==> config.mk <==
export PLATFORM = sky130hd
export DESIGN_NAME = mem_driver_param
export DESIGN_NICKNAME = d
export VERILOG_FILES = /design/src/rtl/mem_driver_param.sv
export SDC_FILE = /design/constraint.sdc
export NUM_CORES = 1
export LEC_CHECK = 0
export ABC_AREA = 1
export CAP_MARGIN = 10
export CORE_UTILIZATION = 46
export CTS_CLUSTER_DIAMETER = 50
export DETAILED_ROUTE_END_ITERATION = 10
export PLACE_DENSITY = 0.72
export SKIP_LAST_GASP = 1
export SYNTH_ARGS = -nofsm -noshare
export SYNTH_HDL_FRONTEND = slang
export SYNTH_SLANG_ARGS = --single-unit
==> constraint.sdc <==
create_clock -name i_clock -period 4.6 [get_ports i_clock]
set_clock_uncertainty 0.2 [all_clocks]
set_input_delay 0.92 -clock i_clock [delete_from_list [all_inputs] [get_ports i_clock]]
set_output_delay 0.92 -clock i_clock [all_outputs]
set_load 0.01 [all_outputs]
==> src/rtl/mem_driver_param.sv <==
// Request FSM in front of a DEPTH = 2**ADDR_W word register file, with a held read response.
// Optional PARITY_EN adds a stored even-parity bit per word, i_par_inject and o_parity_err.
module mem_driver_param #(
  parameter int DATA_W = 8,
  parameter int ADDR_W = 3
) (
  input  logic              i_clock,
  input  logic              i_reset_n,
  input  logic              i_select,
  input  logic              i_operation,
  input  logic [ADDR_W-1:0] i_addr,
  input  logic [DATA_W-1:0] i_data,
  input  logic              i_ack,
`ifdef PARITY_EN
  input  logic              i_par_inject,
  output logic              o_parity_err,
`endif
  output logic              o_ready,
  output logic              o_valid,
  output logic [DATA_W-1:0] o_data,
  output logic              o_busy
);

  localparam int DEPTH = 2 ** ADDR_W;
`ifdef PARITY_EN
  localparam int WORD_W = DATA_W + 1;
`else
  localparam int WORD_W = DATA_W;
`endif

  localparam logic [1:0] IDLE  = 2'd0;
  localparam logic [1:0] WRITE = 2'd1;
  localparam logic [1:0] READ  = 2'd2;
  localparam logic [1:0] RESP  = 2'd3;

  // Handshake: a request transfers on a rising edge where i_select=1 and o_ready=1;
  // a response transfers on a rising edge where o_valid=1 and i_ack=1. i_select while
  // busy and i_ack while no response is held are ignored; o_data is stable while o_valid=1.
  logic [1:0]        state;
  logic [ADDR_W-1:0] addr_q;
  logic [DATA_W-1:0] data_q;
  logic              valid_q;
  logic [DATA_W-1:0] rdata_q;
  logic [WORD_W-1:0] mem [DEPTH];
  logic [WORD_W-1:0] wr_word;
  logic [WORD_W-1:0] rd_word;
`ifdef PARITY_EN
  logic              inj_q;
  logic              err_q;
`endif

  always_comb begin
    rd_word = mem[addr_q];
`ifdef PARITY_EN
    wr_word = {(^data_q) ^ inj_q, data_q};
`else
    wr_word = data_q;
`endif
  end

  always_ff @(posedge i_clock) begin
    if (!i_reset_n) begin
      state   <= IDLE;
      addr_q  <= '0;
      data_q  <= '0;
      valid_q <= 1'b0;
      rdata_q <= '0;
`ifdef PARITY_EN
      inj_q   <= 1'b0;
      err_q   <= 1'b0;
`endif
      for (int i = 0; i < DEPTH; i++) mem[i] <= '0;
    end else begin
      case (state)
        IDLE: begin
          if (i_select) begin
            addr_q <= i_addr;
            data_q <= i_data;
`ifdef PARITY_EN
            inj_q  <= i_par_inject;
`endif
            state  <= i_operation ? WRITE : READ;
          end
        end
        WRITE: begin
          mem[addr_q] <= wr_word;
          state       <= IDLE;
        end
        READ: begin
          rdata_q <= rd_word[DATA_W-1:0];
          valid_q <= 1'b1;
`ifdef PARITY_EN
          err_q   <= (^rd_word[DATA_W-1:0]) != rd_word[DATA_W];
`endif
          state   <= RESP;
        end
        RESP: begin
          // o_data deliberately keeps the last response after the acknowledge
          if (i_ack) begin
            valid_q <= 1'b0;
`ifdef PARITY_EN
            err_q   <= 1'b0;
`endif
            state   <= IDLE;
          end
        end
        default: state <= IDLE;
      endcase
    end
  end

  assign o_ready = (state == IDLE);
  assign o_busy  = (state != IDLE);
  assign o_valid = valid_q;
  assign o_data  = rdata_q;
`ifdef PARITY_EN
  assign o_parity_err = err_q;
`endif

endmodule

# After elaboration in Yosys (flattened, before gate mapping)
# Memories as Yosys holds them, arrays and structs flattened. A register that Yosys moved wholly into a read port is not among the register bits.
# Cells that the tools add are included.
# word_totals
mem_bits_rw	64
ff_bits	14
input_bits	16
out_inout_bits	11
n_memories	1
wordCells	31
# classes
mux	13
n_eq_ne	5
n_reduce_logical	8
# memory_table
name	depth	width	read_ports	rd_clocked_by_memory_dff	write_ports	line_no	text
mem	8	8	1	1	8	44	logic [WORD_W-1:0] mem [DEPTH];
# op_table
op	count
$mux W8	1
$pmux W2 S4	1
$reduce_or A8 Y1	1
$mux W1	6
$mux W2	3
$reduce_and A2 Y1	3
$eq A2 B2 Y1 const B	2
$ne A2 B2 Y1 const B	2
$reduce_bool A2 Y1	2
$mux W3	1
$eq A2 B1 Y1 const B	1
$logic_not A2 Y1	1
$pmux W1 S2	1
$logic_not A1 Y1	1

# Depth between registers and ports, before layout
# Gate-level depths: netlist of run 1.
# depth
depth_word	6
depth_mapped	8
ltp_nobuf	6

# Least setup slack after synthesis of run 1
# No wires, ideal clock.
# synth_path
path_type	in2reg
start	in i_reset_n
end	mem mem[0][0] (netlist bit), enable pin
t_arrival_ns	1.598
slack_ns	2.474
n_path_buf	0
stages	4
required_ns	4.071
path_cell_list	nand3_1 > nor2_2 > nand2_2 > nand2_1
# synth_lines
element	line_no	text
start: declaration	8	input logic i_reset_n,
end: declaration	44	

==> metrics, run 1 <==
vias in the first global route 2685; total die area 8710 sq um; Residual DRC 0; CP arrival 2.66 ns; drt via density 5.11; slowest stage delay, CP 0.45 ns; count of final setup violators 0; final net count 469; combinational power share 12.8%; initial core utilization 48.7%; P_int 1200 uW; via count 2859; die width 93.4 um; overall routing resource usage 21.0%; Hold Crit Class reg2reg; Layout area overhead 13.8%; max-cap violations 0; Warnings, synthesis 0; Sw Ratio 27.1%; hold violation count in the final report 0; clock power share 33.3%; cell family with most CP delay simple AND/OR/NAND/NOR gates; DRT Pass-1 Iters 5; Worst-Margin Slew 0.586 ns; CP endpoint kind register; max frequency 0.354 GHz; crit-path cells clkdlybuf4s50_1 -> buf_4 -> nand3_1 -> nor2_2 -> nand2_2 -> nand2_1; CTS tree built; antenna violations before repair 0; Num CTS Buffers 9; sw power 446 uW; Post-DP Area 4160 sq um; CTS Hold Bufs 0; Synth Area per Inst 8.99 sq um; Clock Latency Late Sink 0.36 ns; Syn Inst Count 427; WL/cell 14.8 um; minimum clock period 2.82 ns; first-pass GRT wire length 13100 um; Worst-path clk slew 0.09 ns; Sink Count 86; Core Region 7890 sq um; antenna cells 0; largest net degree at the start of global routing 40; syn nets 443; post-CTS sizing 0; Final Max Slew Viols 0; worst endpoint required time 4.44 ns; Total Routed Length 8310 um; Post-synth EDFFs 64; Lkg Pwr 0.00176 uW; slowest cell on the critical path clkdlybuf4s50_1; share of layout cells above drive strength 1 8.95%; I/O pin total 27; dpl hpwl 5570 um; Startpoint Class input pin; CTS root buffer clkbuf_8; #FFs+latches synth 86; CTS max path bufs 2; Iteration-0 DRC Markers 160; post-route cell area 4370 sq um; share of flip-flops with an asynchronous set or reset 0%; status finished, final reports clean; gpl congestion 0.867; CTS H-tree lvls 3; prevailing post-synth register cell edfxtp_1; fin crit share 61.4%; critical path type in2reg; Netlist Area Pre-Place 3840 sq um; Rel. slew slack 60.8%; setup bufs post-CTS 0; VDD IR max 0.000187 V; gr ovfl total 0; unique cell type count in the Yosys netlist 22; Die Y 93.4 um; post-route ant nets 0; PnR Total Power 1640 uW; total negative slack 0 ns; register area share after synthesis 61.5%; row cnt 32; critical-path maximum fanout 29; Buf/Inv on CP 2; PortBufs 26; Flop pwr share 54.0%; RSZ-0062 raised after global routing no; power density over the cells 376 nW/um^2
## cell usage after synthesis, types with 2 or more instances
library cell / n / area [sq um]
nor2_1: 91 / 342
nor2_2: 3 / 18.8
o21ai_0: 23 / 115
or2_2: 3 / 18.8
nand3_1: 36 / 180
clkinv_1: 8 / 30.0
inv_2: 5 / 18.8
dfxtp_1: 22 / 440
buf_2: 6 / 30.0
edfxtp_1: 64 / 1920
nand2_2: 9 / 56.3
inv_1: 58 / 218
nand2_1: 71 / 267
a21oi_1: 15 / 75.1
o21ai_1: 3 / 15.0
clkbuf_1: 2 / 7.51
buf_4: 2 / 15.0
nor2_8: 2 / 40.0
## metal layers
layer | track usage [%] | vias to the layer above | wire (um)
met2 | 34.5 | 132 | 3960
met1 | 26.2 | 1305 | 3400
met3 | 4.07 | 22 | 686
li1 | - | 1400 | -
met5 | 0 | - | 0
met4 | 11.5 | 0 | 273
## final cells by class
class / count / area [sq um]
timing repair buffer: 28 / 275
sequential: 86 / 2360
clock inverter: 7 / 80.1
tap: 102 / 128
clock buffer: 9 / 124
multi-input combinational: 256 / 1130
inverter: 72 / 272
fill: 700 / 3520
## path summary, 6_finish.rpt
| kind | cells past startpoint | from | slack [ns] | to |
|---|---|---|---|---|
| setup / recovery | 6 | i_reset_n | 1.78 | mem[1][0]$_SDFFCE_PN0P_ |
| setup reg to reg | 5 | addr_q[0]$_SDFFE_PN0P_ | 2.22 | mem[1][0]$_SDFFCE_PN0P_ |
| hold reg to reg | 2 | o_valid$_SDFFE_PN0P_ | 0.27 | o_valid$_SDFFE_PN0P_ |
| hold / removal | 2 | o_valid$_SDFFE_PN0P_ | 0.27 | o_valid$_SDFFE_PN0P_ |
## cell usage in the layout (no fill, tap or decap), drive strengths merged
master and count:
nor2 96, nand2 80, inv 67, edfxtp 64, nand3 36, clkdlybuf4s50 26, o21ai 26, dfxtp 22
a21oi 15, clkinv 10, clkbuf 9, or2 3, buf 2, bufinv 1, clkinvlp 1
## state kept, by name (all words and copies together), names as in the netlist
register,cells
data_q,8
o_valid,1
addr_q,3
o_data,8
state,2
mem,64
## cells by family after synthesis
group / after synthesis / synth area share [%]
flops: 86 / 61.5
buf+inv: 85 / 9.09
simple gates: 215 / 24.0
compound gates: 41 / 5.35
## tightest hold or removal path, stage by stage (launching register included)
cell and delay (ns):
dfxtp_1 0.31, o21ai_0 0.06, a21oi_1 0.06
## power by group through the flow
stage	clock, uW	sequential, uW	combinational, uW
3_5_place_dp	0	904	207
3_3_place_gp	0	903	204
5_1_grt	579	890	231
4_1_cts	552	886	208
6_report	546	886	210
2_1_floorplan	0	904	130
## through the flow
| step | hold slack, ns | util, % | setup slack [ns] | cells |
|---|---|---|---|---|
| CTS | 0.275 | 55.4 | 1.77 | 560 |
| global route | 0.323 | 55.4 | 1.66 | 560 |
| floorplan | 0.291 | - | 2.47 | 427 |
| finish | 0.274 | 55.4 | 1.78 | 560 |
| global placement | 0.265 | 52.8 | 1.44 | 544 |
| detailed placement | 0.262 | 52.8 | 1.39 | 544 |
Power figures use the tool's default switching activity.
==> run 2: changes to the inputs <==
--- a/config.mk
+++ b/config.mk
@@ -10,7 +10,7 @@
 export CORE_UTILIZATION = 46
 export CTS_CLUSTER_DIAMETER = 50
 export DETAILED_ROUTE_END_ITERATION = 10
-export PLACE_DENSITY = 0.72
+export PLACE_DENSITY = 0.74
 export SKIP_LAST_GASP = 1
 export SYNTH_ARGS = -nofsm -noshare
 export SYNTH_HDL_FRONTEND = slang
==> constraint.sdc (replaced) <==
create_clock -name i_clock -period 2.3 [get_ports i_clock]
set_clock_uncertainty 0.2 [all_clocks]
set_input_delay 0.46 -clock i_clock [delete_from_list [all_inputs] [get_ports i_clock]]
set_output_delay 0.46 -clock i_clock [all_outputs]
set_load 0.01 [all_outputs]
==> run 2 against run 1 <==
Net effect: wire length is 2.6% higher; via count is 2.3% higher; critical path depth is 4 lower; sequential power is 100% higher; register-to-register slack worse by 1.7 ns; first-iteration DRC count is 28% higher; setup slack worse by 1.6 ns; cell count is 2.3% higher; count of clock-buffer cells in the layout is 5 higher; core utilization is 1.6 points higher; die area stayed put; critical endpoint is now o_ready.
==> metrics, run 2 (synthesis results as in run 1) <==
most frequent cells in the layout 91 x nor2_1, 71 x nand2_1, 64 x edfxtp_1; Worst-Margin Slew 0.609 ns (+0.0223 ns); most common library cell in the layout ignoring fill and taps nor2_1; share of layout cells above drive strength 1 11.3% (+2.3 points); fin crit share 93.1%; Hold Path Cell Cnt 2 (unchanged); first-pass GRT wire length 13800 um (+5.8%); RSZ-0062 raised after global routing no; Layout area overhead 17.0%; CTS tree built; overall routing resource usage 21.7% (+0.66 points); largest register by flop count mem; DP Cell Count 557 (+2.4%); minimum clock period 2.14 ns; largest net degree at the start of global routing 29 (-28%); Worst-path clk slew 0.08 ns (about the same); VDD IR max 0.000426 V (+130%); Lkg Pwr 0.00184 uW (+4.2%); Iteration-0 DRC Markers 204 (+28%); antenna violations before repair 0 (unchanged); DRT Pass-1 Iters 5 (unchanged); vias in the first global route 2815 (+4.8%); Startpoint Class register; critical-path maximum fanout 5 (-83%); CP endpoint kind output port; CTS H-tree lvls 3 (unchanged); Total Routed Length 8530 um (+2.6%); post-route ant nets 0 (unchanged); antenna cells 0 (unchanged); I/O pin total 27 (unchanged); total negative slack 0 ns (unchanged); Num CTS Buffers 9 (unchanged); drt via density 5.10 (about the same); Sink Count 86 (unchanged); CTS max path bufs 2 (unchanged); status finished, final reports clean; initial core utilization 48.7% (unchanged); WHS 0.292 ns (+0.0176 ns); Hold Crit Class reg2reg; final core occ 57.0% (+1.6 points); dpl hpwl 5820 um (+4.5%); post-route insts no fill 573 (+2.3%); gr ovfl total 0 (unchanged); via count 2925 (+2.3%); total die area 8710 sq um (unchanged); PortBufs 26 (unchanged); Reg2Reg Depth 4 (-1); Rel. slew slack 59.3% (-1.5 points); dpl ws 0.0212 ns (-1.37 ns); hold violation count in the final report 0 (unchanged); gpl congestion 0.868 (about the same); Core Region 7890 sq um (unchanged); CP arrival 1.48 ns (-1.18 ns); count of final setup violators 0 (unchanged); Clock Latency Late Sink 0.36 ns (about the same); Die Y 93.4 um (unchanged); final net count 482 (+2.8%); final worst slack 0.160 ns (-1.62 ns); die width 93.4 um (unchanged); setup bufs post-CTS 0 (unchanged); worst endpoint required time 1.64 ns (-2.80 ns); WL/cell 14.9 um (+0.32%); CTS root buffer clkbuf_8; Residual DRC 0 (unchanged); max reg flops 64 (unchanged); CTS Hold Bufs 0 (unchanged); post-CTS sizing 0 (unchanged); max frequency 0.467 GHz; max-cap violations 0 (unchanged); critical path type reg2out; Final Max Slew Viols 0 (unchanged); power density over the cells 750 nW/um^2 (+99%); row cnt 32 (unchanged)
[run 2: stage by stage]
step	instance area, sq um	power (uW)
floorplan	3840	2070
detailed placement	4260	2240
global route	4490	3500
global placement	4260	2230
CTS	4490	3370
finish	4490	3370
[run 2: final cells by class]
type | instances | area (sq um)
clock buffer | 14 | 216
clock inverter | 2 | 15.0
fill | 684 | 3390
inverter | 72 | 272
multi-input combinational | 256 | 1130
sequential | 86 | 2360
tap | 102 | 128
timing repair buffer | 41 | 373
[run 2: routing by layer]
layer  wire length (um)  up-vias  global-route usage (%)  share of wire [%]
met5                  0        -                       0                  0
met4                213        0                    8.33                2.5
met3                595       22                    4.07                7.0
met2               4300      126                    37.2                 50
met1               3420     1349                    27.1                 40
li1                   -     1428                       -                  -
[run 2: worst paths after layout]
kind | from | end | slack, ns
max | state[1]$_SDFFE_PN0P_ | o_ready | 0.16
min | o_valid$_SDFFE_PN0P_ | o_valid$_SDFFE_PN0P_ | 0.29
max reg2reg | addr_q[1]$_SDFFE_PN0P_ | mem[6][2]$_SDFFCE_PN0P_ | 0.53
min reg2reg | o_valid$_SDFFE_PN0P_ | o_valid$_SDFFE_PN0P_ | 0.29
[run 2: critical path, stage by stage (launching register included)]
cell and delay, ns:
dfxtp_1 0.35, nor2_1 0.20, clkdlybuf4s50_1 0.57
[run 2: power breakdown]
| group | total [uW] | internal, uW | switching (uW) |
|---|---|---|---|
| clock | 1160 | 625 | 536 |
| sequential | 1770 | 1740 | 36.3 |
| combinational | 432 | 145 | 287 |
| total | 3370 | 2510 | 860 |
==> run 3: changes to the inputs <==
--- a/config.mk
+++ b/config.mk
@@ -11,6 +11,7 @@
 export CTS_CLUSTER_DIAMETER = 50
 export DETAILED_ROUTE_END_ITERATION = 10
 export PLACE_DENSITY = 0.74
+export SKIP_CTS_REPAIR_TIMING = 1
 export SKIP_LAST_GASP = 1
 export SYNTH_ARGS = -nofsm -noshare
 export SYNTH_HDL_FRONTEND = slang
==> constraint.sdc (replaced) <==
create_clock -name i_clock -period 1.8 [get_ports i_clock]
set_clock_uncertainty 0.2 [all_clocks]
set_input_delay 0.36 -clock i_clock [delete_from_list [all_inputs] [get_ports i_clock]]
set_output_delay 0.36 -clock i_clock [all_outputs]
set_load 0.01 [all_outputs]
==> run 3 against run 2 <==
Net effect: non-clock buffer count grew 10; wire length is 2.3% higher; count of clock-buffer cells in the layout fell by 3; setup slack lost 0.057 ns; worst hold slack worse by 0.0058 ns; register-to-register slack got worse by 0.39 ns; critical path type is now in2reg; critical endpoint is now mem[0][3]$_SDFFCE_PN0P_.
==> metrics, run 3 (synthesis results as in run 1) <==
largest net degree at the start of global routing 38 (+31%); post-route ant nets 0 (unchanged); max-cap violations 0 (unchanged); CTS root buffer clkbuf_8; Hold Path Cell Cnt 2 (unchanged); share of layout cells above drive strength 1 13.7% (+2.5 points); post-route cell area 4630 sq um (+3.0%); WHS 0.286 ns (-0.00578 ns); I/O pin total 27 (unchanged); max reg flops 64 (unchanged); count of final setup violators 0 (unchanged); Post-DP Area 4400 sq um (+3.2%); largest register by flop count mem; DRT Pass-1 Iters 5 (unchanged); Final Max Slew Viols 0 (unchanged); Total Routed Length 8730 um (+2.3%); Worst-path clk slew 0.09 ns (about the same); Num CTS Buffers 9 (unchanged); power density over the cells 903 nW/um^2 (+20%); critical-path maximum fanout 8 (+3); most common library cell in the layout ignoring fill and taps nor2_1; Clock Latency Late Sink 0.37 ns (about the same); CP endpoint kind register; first-pass GRT wire length 13800 um (about the same); minimum clock period 1.70 ns; Core Region 7890 sq um (unchanged); RSZ-0062 raised after global routing no; vias in the first global route 2827 (+0.43%); worst reg-to-reg setup slack 0.14 ns (-0.39 ns); Rel. slew slack 69.2% (+9.9 points); max frequency 0.589 GHz; total die area 8710 sq um (unchanged); hold_sp o_valid$_SDFFE_PN0P_; gr ovfl total 0 (unchanged); CTS H-tree lvls 3 (unchanged); Hold Path End o_valid$_SDFFE_PN0P_; Residual DRC 0 (unchanged); Hold Crit Class reg2reg; RR Endpoint mem[4][2]$_SDFFCE_PN0P_; final core occ 58.7% (+1.7 points); overall routing resource usage 22.0% (+0.34 points); most frequent cells in the layout 90 x nor2_1, 71 x nand2_1, 64 x edfxtp_1; Die Y 93.4 um (unchanged); CTS tree built; number of fillers in the final layout 675 (-1.3%); VDD IR max 0.000548 V (+29%); antenna cells 0 (unchanged); Startpoint Class input pin; hold violation count in the final report 0 (unchanged); initial core utilization 48.7% (unchanged); Sink Count 86 (unchanged); Layout area overhead 20.6%; critical path type in2reg; Lkg Pwr 0.00206 uW (+12%); fin crit share 94.3%; dpl ws -0.286 ns (-0.308 ns); status finished, final reports clean; PnR Total Power 4180 uW (+24%); drt via density 5.02 (-1.6%); worst endpoint required time 1.65 ns (about the same); r2r startpoint addr_q[2]$_SDFFE_PN0P_; via count 2927 (+0.068%); Iteration-0 DRC Markers 203 (-0.49%); gpl congestion 0.825 (-5.0%); antenna violations before repair 0 (unchanged); FF/Latch Area 2370 sq um (+0.21%); Reg2Reg Depth 4 (unchanged); CP arrival 1.55 ns (+0.07 ns); die width 93.4 um (unchanged); PortBufs 26 (unchanged); final net count 492 (+2.1%); row cnt 32 (unchanged); dpl hpwl 6070 um (+4.4%); WL/cell 15.0 um (+0.53%); final worst slack 0.103 ns (-0.0569 ns); CTS max path bufs 2 (unchanged); area of the multi-input gates 1130 sq um (+0.67%); Worst-Margin Slew 0.459 ns (-0.150 ns)
run 3: worst max path at each step:
stage	start	to	slack [ns]	depth (start not counted)
CTS	state[1]$_SDFFE_PN0P_	o_ready	-0.31	2
finish	i_reset_n	mem[0][3]$_SDFFCE_PN0P_	0.10	6
global route	i_reset_n	mem[0][2]$_SDFFCE_PN0P_	0.006	6
floorplan	addr_q[0]$_SDFFE_PN0P_	mem[1][0]$_SDFFCE_PN0P_	0.17	5
detailed placement	i_reset_n	mem[0][2]$_SDFFCE_PN0P_	-0.29	6
global placement	i_reset_n	mem[5][6]$_SDFFCE_PN0P_	-0.28	6
run 3: critical path, cell delays in order:
cell	delay [ns]
clkdlybuf4s50_1	0.48
nand3_1	0.13
nor2_2	0.12
buf_4	0.15
nand2_2	0.05
nand2_1	0.26
run 3: cell type report:
class | count | share of cell area (%)
tap | 102 | 2.76
timing repair buffer | 51 | 11.6
inverter | 72 | 5.87
clock inverter | 5 | 0.784
clock buffer | 11 | 3.30
multi-input combinational | 256 | 24.5
sequential | 86 | 51.1
run 3: where the power goes:
part / switching, uW / internal (uW)
combinational: 371 / 216
sequential: 49.8 / 2220
clock: 721 / 599
total: 1140 / 3040
run 3: through the flow:
| step | setup TNS, ns | instances |
|---|---|---|
| final | 0 | 583 |
| after global routing | 0 | 583 |
| after CTS | -0.678 | 583 |
| after detailed placement | -21.11 | 567 |
| after global placement | -20.59 | 567 |
| after floorplan | 0 | 427 |
run 3: routing by layer:
layer | wire [um] | GRT usage, %
met3 | 571 | 4.55
met5 | 0 | 0
met2 | 4390 | 37.6
met4 | 211 | 9.62
met1 | 3550 | 26.9
